## src/rtl/seq_mul_sm.sv

```systemverilog
// Sign-magnitude shift-add multiplier: one partial product per clock.
// Latency: start edge k -> done pulse and new R in the cycle after edge k+MW+1.
// Handshake: start is only sampled in IDLE; requests while busy are dropped.
module seq_mul_sm #(
  parameter int WIDTH     = 3,
  parameter bit NORM_ZERO = 1'b0
) (
  input  logic               clk,
  input  logic               rst,
  input  logic               start,
  input  logic [WIDTH-1:0]   A,
  input  logic [WIDTH-1:0]   B,
  output logic               busy,
  output logic               done,
  output logic [2*WIDTH-2:0] R
);

  localparam int MW = WIDTH - 1;
  localparam int AW = 2 * MW;
  // count only has to reach MW-1; keep at least one bit for the MW=1 case
  localparam int CW = (MW > 1) ? $clog2(MW) : 1;
  localparam logic [CW-1:0] LAST = CW'(MW - 1);

  typedef enum logic [1:0] {
    S_IDLE = 2'd0,
    S_RUN  = 2'd1,
    S_DONE = 2'd2
  } state_t;

  state_t          state;
  logic [MW-1:0]   mag_a;
  logic [MW-1:0]   mag_b;
  logic            sign;
  logic [AW-1:0]   acc;
  logic [CW-1:0]   count;
  logic            sign_out;

  // a zero product may be forced positive; otherwise -0 passes through as legacy
  assign sign_out = (NORM_ZERO && (acc == '0)) ? 1'b0 : sign;

  assign busy = (state != S_IDLE);

  // control FSM plus datapath; R and done are registered here
  always_ff @(posedge clk or posedge rst) begin
    if (rst) begin
      state <= S_IDLE;
      done  <= 1'b0;
      R     <= '0;
      mag_a <= '0;
      mag_b <= '0;
      sign  <= 1'b0;
      acc   <= '0;
      count <= '0;
    end else begin
      done <= 1'b0;
      case (state)
        S_IDLE: begin
          if (start) begin
            mag_a <= A[MW-1:0];
            mag_b <= B[MW-1:0];
            sign  <= A[WIDTH-1] ^ B[WIDTH-1];
            acc   <= '0;
            count <= '0;
            state <= S_RUN;
          end
        end
        S_RUN: begin
          // fixed MW iterations, no early exit on zero operands
          if (mag_b[count]) begin
            acc <= acc + (AW'(mag_a) << count);
          end
          count <= count + CW'(1);
          if (count == LAST) begin
            state <= S_DONE;
          end
        end
        S_DONE: begin
          R     <= {sign_out, acc};
          done  <= 1'b1;
          state <= S_IDLE;
        end
        default: state <= S_IDLE;
      endcase
    end
  end

endmodule

```

## config.mk

```make
export PLATFORM = sky130hd
export DESIGN_NAME = seq_mul_sm
export DESIGN_NICKNAME = d
export VERILOG_FILES = /design/src/rtl/seq_mul_sm.sv
export SDC_FILE = /design/constraint.sdc
export NUM_CORES = 1
export LEC_CHECK = 0
export ABC_CLOCK_PERIOD_IN_PS = 1750
export CAP_MARGIN = 10
export CORE_ASPECT_RATIO = 1.1
export CORE_MARGIN = 5
export CORE_UTILIZATION = 45
export CTS_CLUSTER_SIZE = 40
export DETAILED_ROUTE_END_ITERATION = 10
export PLACE_DENSITY_LB_ADDON = 0.25
export SETUP_SLACK_MARGIN = 0.3
export SYNTH_ARGS = -nofsm -noshare
export SYNTH_HDL_FRONTEND = slang
export SYNTH_SLANG_ARGS = --single-unit
```

## constraint.sdc

```tcl
create_clock -name clk -period 1.75 [get_ports clk]
set_input_delay 0.35 -clock clk [delete_from_list [all_inputs] [get_ports clk]]
set_output_delay 0.35 -clock clk [all_outputs]
set_load 0.02 [all_outputs]
```

==> metrics <==
outcome finished, final reports clean; synthesized instance count 73; GRT met2 Usage 0.2190; Critical Path End Type register; fin. max-slew vios 0; Post-DP Area between 0.001 and 0.0015 mm^2; CP Data Required Time between 1.5 and 2 ns; mapped cell area roughly 870 um^2; crit-path max cell delay ~0.43 ns; worst-skew pair later-pin latency just under 0.3 ns; RSZ-0062 raised after global routing true; met3 Use GR 0.02413; worst path bufs/invs 0; Die X 51.95 um; CP delay by family, top flip-flops; final number of setup-violating endpoints 0; top_reg_cell synth dfrtp_1; n_diodes 0; Post-Route WL 1621 um; area growth from synthesis to layout 40.09%; antenna violations before repair 0; Leakage between 0.5 and 0.6 nW; Nets ~110; GP Congestion 0.7229; PwrDens between 1500 and 2000 mW/mm^2; Rows 16; HPWL Detailed between 1000 and 1500 um; headroom to the max-slew limit 0.7969; Top Ports 16; share of layout cells above drive strength 1 0.3673; PortBufs 15; Initial Util 0.4780; final setup TNS 0 ns; Worst VDD drop 0.0009842 V; Cells after DPL 120; fmax slightly above 600 MHz; sequential share of the synthesized area 0.5172; GRT Overall Usage 0.1303; Sink Count 18; Detail Route Antenna Nets 0; vias in the first global route 671; number of remaining DRC errors 0; H-tree levels 1; die footprint approximately 0.0029 mm^2; MaxCap Viol Count 0; TritonCTS clock tree built; met1 Track Usage GR 0.1579; number of synthesized flops with an enable pin 0; largest net degree at the start of global routing 19; Fin Hold WS ~0.36 ns; synth unique cells 28; layout filler cell count around 150; crit-path max FO 4; critical path class register to register; Worst-Margin Slew roughly 0.30 ns; CTS clk-pin slew, worst paths around 0.1 ns; Layout Skew 0.0005754 ns; syn avg cell area about 12 um^2; most common cell after layout, fill and taps aside dfrtp_1; Top Usage Layer GRT met2; Async SR Flop Fraction 1.000; global-route wire length before repair 2863 um; worst hold path class input pin to asynchronous set/reset pin; crit path DAT 1.82 ns; CTS max path bufs 2; final non-filler cell total about 130; total CTS buffers 3; most frequent cells in the layout 18 x dfrtp_1, 9 x mux2_2, 8 x clkdlybuf4s50_1, 8 x buf_4, 7 x nand2_1; final setup margin approximately 0.11 ns; Setup crit start kind register; pre-CTS setup slack -0.02164 ns; drt pass-1 iters 4; DR vias around 630; Synthesis Warnings 0; Final period util 0.9355; synthesized net count 86; 1st-iter DRT viols 16; Routed WL per cell 12.97 um; Hold Fails Final Rpt 0; slowest cell on the critical path dfrtp_1; #FFs+latches synth 18; total grt overflow 0; final instance area 0.001220 mm^2; R2R Setup Slk roughly 0.11 ns; Root Buffer clkbuf_4; Cell Chain, Critical Path mux2_4 -> ha_4 -> nand3_2 -> a21o_1 -> a311o_1; Core ar. about 0.0018 mm^2; drt via density a little over 5; Period minus WS final approximately 1.6 ns; Die H about 56 um
area by class of cell:
type	count	area (um^2)	area share
inverters	2	7.507	0.006154
multi-input cells	51	488.0	0.4000
repair buffers	23	203.9	0.1672
well taps	27	33.78	0.02769
flip-flops and latches	18	450.4	0.3692
clock buffers	4	36.28	0.02974
metrics by stage:
stage	power (mW)	util
6_report	2.174	0.6696
5_1_grt	2.353	0.6696
4_1_cts	2.111	0.6593
3_5_place_dp	1.837	0.6236
3_3_place_gp	1.795	0.6236
2_1_floorplan	1.450	-
worst register-to-register path, cell delays in order, from the launching register on:
cell     delay, ns
dfrtp_1       0.43
mux2_4        0.34
ha_4          0.27
nand3_2       0.07
a21o_1        0.16
a311o_1       0.26
report_power, final:
part	internal (mW)	switching (mW)	total [mW]
logic	0.631	0.553	1.18
registers	0.598	0.139	0.738
clock network	0.127	0.126	0.253
total	1.36	0.818	2.17
timing repair:
item                       4_1_cts  5_1_grt
setup endpoints to repair       13        5
hold buffers                     0        0
gates resized for setup         12        8
pin swaps                        7        4
setup buffers                    1        0
state kept, by name (all words and copies together) (netlist names):
name,flops
mag_a,2
acc,4
done,1
sign,1
R,5
state,2
count,1
mag_b,2
layer usage:
| metal | part of all wire | routed length [um] |
|---|---|---|
| met5 | 0 | 0 |
| met1 | 0.42 | 686 |
| met2 | 0.52 | 845 |
| met3 | 0.042 | 68 |
| met4 | 0.013 | 21 |
cell usage after synthesis, types with 2 or more instances:
cell      instances  area (um^2)
a21oi_1           2        10.01
dfrtp_1          18        450.4
ha_1              3        37.54
inv_1             2        7.510
mux2_2           10        112.6
mux2i_1           2        20.02
nand2_1           7        26.28
nand3_1           4        20.02
nor2_1            3        11.26
o211ai_1          3        22.52
or2_2             2        12.51
cell families (layout without fill, tap and decap cells):
group,count (synthesis),after routing,share of synthesized area
flip-flops,18,18,0.5172
AO/OA/AOI/OAI,10,10,0.08046
adder cells (fa/ha/maj),4,4,0.06610
AND/OR/NAND/NOR,23,23,0.1451
multiplexers,12,12,0.1523
XOR/XNOR,2,2,0.02012
buffers and inverters,4,29,0.01867
final timing paths:
kind | from | end | cells after the start
worst max-delay path | count | acc[3] | 5
worst min-delay path | rst | state[0] | 3
worst max register to register | count | acc[3] | 5
worst min register to register | R[0] | R[0] | 1
max in group asynchronous | rst | done | 3
min in group clk | R[0] | R[0] | 1
Note: power is estimated with default switching activity, not from simulation.
